<file path="src/rtl/regfile_ctrl_pkg.sv">
// Shared sizing helpers and encodings for the regfile port arbiter slice.
package regfile_ctrl_pkg;

  function automatic int unsigned clog2_min1(input int unsigned n);
    return (n <= 1) ? 1 : $clog2(n);
  endfunction

  // Address width of a regfile with n_entries entries.
  function automatic int unsigned addr_width(input int unsigned n_entries);
    return clog2_min1(n_entries);
  endfunction

  // Width of a requester index / round-robin pointer.
  function automatic int unsigned id_width(input int unsigned nreq);
    return clog2_min1(nreq);
  endfunction

  typedef enum logic {
    RSEL_REGFILE = 1'b0,
    RSEL_BYPASS  = 1'b1
  } resp_sel_e;

endpackage

</file>
<file path="src/rtl/rr_arbiter.sv">
// Round-robin arbiter: combinational one-hot grant, pointer advances past the winner.
module rr_arbiter
  import regfile_ctrl_pkg::*;
#(
  parameter  int unsigned NREQ = 4,
  localparam int unsigned PW   = id_width(NREQ)
) (
  input  logic            clk,
  input  logic            rst_n,
  input  logic [NREQ-1:0] req,
  output logic [NREQ-1:0] gnt,
  output logic [PW-1:0]   ptr
);

  logic [PW-1:0] ptr_q, ptr_d;
  logic [PW-1:0] idx;
  logic          found;

  // NREQ is a power of two, so PW-bit addition wraps modulo NREQ.
  // Grants are suppressed while reset is asserted.
  always_comb begin
    gnt   = '0;
    ptr_d = ptr_q;
    idx   = '0;
    found = 1'b0;
    if (rst_n) begin
      for (int unsigned k = 0; k < NREQ; k++) begin
        idx = ptr_q + PW'(k);
        if (!found && req[idx]) begin
          found    = 1'b1;
          gnt[idx] = 1'b1;
          ptr_d    = idx + 1'b1;
        end
      end
    end
  end

  always_ff @(posedge clk or negedge rst_n) begin
    if (!rst_n) ptr_q <= '0;
    else        ptr_q <= ptr_d;
  end

  assign ptr = ptr_q;

endmodule

</file>
<file path="src/rtl/regfile_port_arbiter.sv">
// Arbitrates the regfile's single read and write ports among NREQ requesters,
// with a registered one-cycle read response and same-cycle write-first bypass.
module regfile_port_arbiter
  import regfile_ctrl_pkg::*;
#(
  parameter  int unsigned N     = 16,
  parameter  int unsigned WIDTH = 8,
  parameter  int unsigned NREQ  = 4,
  localparam int unsigned AW    = addr_width(N),
  localparam int unsigned IDW   = id_width(NREQ)
) (
  input  logic                  clk,
  input  logic                  rst_n,
  input  logic [NREQ-1:0]       req_valid,
  input  logic [NREQ-1:0]       req_we,
  input  logic [NREQ*AW-1:0]    req_addr,
  input  logic [NREQ*WIDTH-1:0] req_wdata,
  output logic [NREQ-1:0]       req_ready,
  output logic [NREQ-1:0]       resp_valid,
  output logic [WIDTH-1:0]      resp_rdata,
  output logic                  rf_R_en,
  output logic [AW-1:0]         rf_R_addr,
  input  logic [WIDTH-1:0]      rf_R_data,
  output logic                  rf_W_en,
  output logic [AW-1:0]         rf_W_addr,
  output logic [WIDTH-1:0]      rf_W_data
);

  logic [NREQ-1:0] rd_req, wr_req;
  logic [NREQ-1:0] rd_gnt, wr_gnt;
  logic [IDW-1:0]  rd_ptr, wr_ptr;
  logic            bypass_hit;

  logic [NREQ-1:0]  rsp_id_q, rsp_id_d;
  logic             rsp_pend_q, rsp_pend_d;
  resp_sel_e        rsp_sel_q, rsp_sel_d;
  logic [WIDTH-1:0] byp_data_q, byp_data_d;

  assign rd_req = req_valid & ~req_we;
  assign wr_req = req_valid & req_we;

  rr_arbiter #(.NREQ(NREQ)) u_rd_arb (
    .clk   (clk),
    .rst_n (rst_n),
    .req   (rd_req),
    .gnt   (rd_gnt),
    .ptr   (rd_ptr)
  );

  rr_arbiter #(.NREQ(NREQ)) u_wr_arb (
    .clk   (clk),
    .rst_n (rst_n),
    .req   (wr_req),
    .gnt   (wr_gnt),
    .ptr   (wr_ptr)
  );

  logic unused_ptrs;
  assign unused_ptrs = ^{rd_ptr, wr_ptr};

  assign req_ready = rd_gnt | wr_gnt;
  assign rf_R_en   = |rd_gnt;
  assign rf_W_en   = |wr_gnt;

  // Grants are one-hot, so the muxes leave fields at zero when a class is idle.
  always_comb begin
    rf_R_addr = '0;
    rf_W_addr = '0;
    rf_W_data = '0;
    for (int unsigned i = 0; i < NREQ; i++) begin
      if (rd_gnt[i]) rf_R_addr = req_addr[i*AW +: AW];
      if (wr_gnt[i]) begin
        rf_W_addr = req_addr[i*AW +: AW];
        rf_W_data = req_wdata[i*WIDTH +: WIDTH];
      end
    end
  end

  assign bypass_hit = rf_R_en && rf_W_en && (rf_R_addr == rf_W_addr);

  always_comb begin
    rsp_pend_d = rf_R_en;
    rsp_id_d   = rd_gnt;
    rsp_sel_d  = bypass_hit ? RSEL_BYPASS : RSEL_REGFILE;
    byp_data_d = bypass_hit ? rf_W_data : '0;
  end

  always_ff @(posedge clk or negedge rst_n) begin
    if (!rst_n) begin
      rsp_pend_q <= 1'b0;
      rsp_id_q   <= '0;
      rsp_sel_q  <= RSEL_REGFILE;
      byp_data_q <= '0;
    end else begin
      rsp_pend_q <= rsp_pend_d;
      rsp_id_q   <= rsp_id_d;
      rsp_sel_q  <= rsp_sel_d;
      byp_data_q <= byp_data_d;
    end
  end

  always_comb begin
    resp_valid = '0;
    resp_rdata = '0;
    if (rsp_pend_q) begin
      resp_valid = rsp_id_q;
      resp_rdata = (rsp_sel_q == RSEL_BYPASS) ? byp_data_q : rf_R_data;
    end
  end

endmodule

</file>
<file path="config.mk">
export PLATFORM = sky130hd
export DESIGN_NAME = regfile_port_arbiter
export DESIGN_NICKNAME = d
export VERILOG_FILES = /design/src/rtl/regfile_ctrl_pkg.sv /design/src/rtl/rr_arbiter.sv /design/src/rtl/regfile_port_arbiter.sv
export SDC_FILE = /design/constraint.sdc
export NUM_CORES = 1
export LEC_CHECK = 0
export CORE_ASPECT_RATIO = 1.1
export CORE_MARGIN = 4
export CORE_UTILIZATION = 25
export CTS_BUF_LIST = sky130_fd_sc_hd__clkbuf_2
export CTS_CLUSTER_SIZE = 12
export DETAILED_ROUTE_END_ITERATION = 8
export GPL_TIMING_DRIVEN = 1
export HOLD_SLACK_MARGIN = 0.1
export MAX_ROUTING_LAYER = met4
export RECOVER_POWER = 50
export SYNTH_ARGS = -nofsm -noshare
export SYNTH_HDL_FRONTEND = slang
export SYNTH_HIERARCHICAL = 1
export SYNTH_SLANG_ARGS = --single-unit
</file>
<file path="constraint.sdc">
create_clock -name clk -period 4.4 [get_ports clk]
set_input_delay 0.88 -clock clk [delete_from_list [all_inputs] [get_ports clk]]
set_output_delay 0.88 -clock clk [all_outputs]
set_load 0.05 [all_outputs]
</file>
==> run_results.csv <==
group,metric,value,unit
sta,tightest_slew,0.697,ns
logic_synthesis,synth_common_cells,"nor2b_1, dfrtp_1, ha_1",
sta,report.final.slew_viol_count,0,
cts,cts_tree,"built",
global_route,antenna_found_initial,0,
sta,fmax,231,MHz
sta,min_period,4.33,ns
setup_path,critical_path_class,"in2out",
logic_synthesis,syn_nets,323,
status,status,"finished clean",
logic_synthesis,yosysWarnings,6,
drt,ant_nets,0,
cells_and_area,nets,474,
placement,place_hpwl,7020,um
floorplanning,core-area,9010,um^2
cells_and_area,layout-drive-gt1-share,39.4,%
logic_synthesis,yosysMostFrequentCell,"nor2b_1",
global_route,grt_pass1_vias,2763,
sta,slew_headroom,53.5,%
logic_synthesis,synthFlopType,"dfrtp_1",
logic_synthesis,yosysUniqueCellTypes,47,
global_route,grt_max_degree,19,
drt,drt_pass1_iterations,4,
floorplanning,die_y,110,um
sta,hold_violations,0,
floorplanning,die-area,11000,um^2
logic_synthesis,ys_ff_latch,18,
drt,viasPerCell,5.14,
floorplanning,ioPinCount,100,
cts,worstSkewPairLatency,0.30,ns
logic_synthesis,synth_area,2350,um^2
logic_synthesis,syn_avg_cell_area,9.77,um^2
setup_path,critPathMaxFanout,8,
logic_synthesis,yosysTopAreaCellShare,19.1,%
drt,vias,2598,
cts,cts_num_sinks,18,
sta,setup_violations,0,
cts,cts-buffers-inserted,3,
global_route,gr-total-overflow,0,
floorplanning,num_rows,36,
cts,path_clk_slew,0.18,ns
logic_synthesis,synthCells,241,
setup_path,startpoint_type,"input pin",
logic_synthesis,synth_edf_count,0,
cts,htree_levels,1,
placement,gp_congestion,0.866,
logic_synthesis,synth.yosys.seq_area_share,19.1,%
placement,io_buffers,99,
logic_synthesis,ys_async_sr_fraction,100,%
floorplanning,initial_core_util,26.1,%
hold_path,worstHoldPathType,"reg2reg",
logic_synthesis,synth_area_leader_cell,"dfrtp_1",
drt,wl,8540,um
sta,finalCritPeriodShare,98.3,%
setup_path,end_kind,"output pin",
floorplanning,die_w,101,um
drt,drc,0,
drt,wl_per_cell,16.9,um
sta,skew,0.0165,ns
cells_and_area,syn_to_final_growth,85.5,%
global_route,grt_first_pass_wirelength,13600,um
sta,rsz0062_at_grt,"false",
cells_and_area,antenna_cells,0,
global_route,grt.total_usage,15.7,%
setup_path,critical_path_arrival,3.45,ns
logic_synthesis,yosys-top-cells-area,"dfrtp_1, ha_1, nor2b_1",
flow_run,drv_cap,0,
cts,clock_path_buffers,2,
sta,hold_slack,0.679,ns
drt,dr.first_iter.drc_count,105,
setup_path,worstPathRequired,3.52,ns
cts,root_buffer,"clkbuf_2",
[metal layers]
metal | share of wire (%) | track usage, % | vias to the layer above
met5 | 0 | - | -
met4 | 3.2 | 6.35 | 0
met3 | 4.2 | 1.40 | 16
met2 | 53 | 27.7 | 88
li1 | - | - | 1237
met1 | 40 | 18.3 | 1257
[kinds of logic after synthesis]
kind of cell	after synthesis	synth area share [%]
and+or+nand+nor	97	30.0
AOI/OAI and AO/OA	66	24.3
buffers and inverters	26	5.90
DFF	18	19.1
muxes	16	11.4
adders and majority gates	16	8.51
xor gates and xnor gates	2	0.744
[critical path: stages]
cell,delay [ns]
clkdlybuf4s15_1,0.19
and2_4,0.16
mux4_2,0.58
a221o_1,0.39
a32o_2,0.31
nor2b_1,0.15
buf_6,0.19
a221oi_4,0.09
o31ai_4,0.33
buf_12,0.18
[worst paths after layout]
kind	start	to	slack, ns	cells after the start
setup / recovery	req_we[0]	rf_W_data[4]	0.07	10
hold / removal	u_rd_arb/ptr[0]$_DFFE_PN0P_	u_rd_arb/ptr[0]$_DFFE_PN0P_	0.68	2
setup reg to reg	u_wr_arb/ptr[1]$_DFFE_PN0P_	byp_data_q[7]$_DFF_PN0_	0.43	14
hold reg to reg	u_rd_arb/ptr[0]$_DFFE_PN0P_	u_rd_arb/ptr[0]$_DFFE_PN0P_	0.68	2
max in group asynchronous	rst_n	rsp_id_q[2]$_DFF_PN0_	2.57	2
min in group asynchronous	rst_n	u_wr_arb/ptr[1]$_DFFE_PN0P_	1.22	2
[stage by stage]
| step | TNS (ns) | cells | utilization (%) | area [um^2] | setup slack, ns |
|---|---|---|---|---|---|
| 4_1_cts | 0 | 497 | 47.5 | 4280 | 0.0360 |
| 2_1_floorplan | -0.174 | 241 | - | 2480 | -0.174 |
| 6_report | 0 | 505 | 48.5 | 4370 | 0.0737 |
| 3_3_place_gp | -4.39 | 492 | 45.8 | 4120 | -0.257 |
| 3_5_place_dp | -4.89 | 492 | 45.8 | 4120 | -0.285 |
| 5_1_grt | 0 | 505 | 48.5 | 4370 | 0.00475 |
[state kept, by name, summed over array words and instances (netlist names)]
register and cells:
byp_data_q 8, rsp_id_q 4, u_rd_arb/ptr 2, u_wr_arb/ptr 2
rsp_pend_q 1, rsp_sel_q 1
[layout make-up]
class                           instances  area [um^2]
Fill cell                             871         4640
Multi-Input combinational cell        197         2070
Timing Repair Buffer                  163         1650
Sequential cell                        18          452
Inverter                                9         33.8
Tap cell                              114          143
Clock buffer                            3         15.0
Clock inverter                          1         3.75
[what timing repair did]
action / CTS / global route
gates resized for setup: 38 / 20
cloned: 1 / 0
buffers inserted: 0 / 8
hold buffers: 0 / 0
pin swaps: 9 / 16
endpoints found under the setup margin: 19 / 15
[placed cells by master, fill, tap and decap left out, types with 3 or more instances in the layout]
cell type | netlist | final
a211oi_1 | 6 | 4
a21oi_1 | 4 | 4
a221o_1 | 8 | 8
a221oi_2 | 2 | 8
a221oi_4 | 1 | 6
a32o_1 | 8 | 6
and2_1 | 8 | 4
and2_4 | 0 | 4
buf_12 | 0 | 20
buf_4 | 0 | 55
buf_6 | 5 | 5
clkbuf_1 | 8 | 6
clkbuf_2 | 0 | 6
clkdlybuf4s15_1 | 0 | 5
clkdlybuf4s50_1 | 0 | 61
dfrtp_1 | 18 | 17
dlygate4sd3_1 | 0 | 8
ha_1 | 16 | 16
inv_1 | 9 | 9
mux2i_1 | 8 | 8
mux4_2 | 6 | 6
nand2_1 | 11 | 11
nand2b_1 | 11 | 11
nand3b_1 | 3 | 3
nor2_1 | 8 | 7
nor2b_1 | 23 | 22
nor3_1 | 3 | 3
nor4b_2 | 8 | 8
o21ai_0 | 5 | 5
o31ai_4 | 0 | 7
or2_2 | 4 | 4
Power is left out: the tool's default activity adds up to more than one toggle a clock period on the data nets, which glitch-free logic cannot reach.
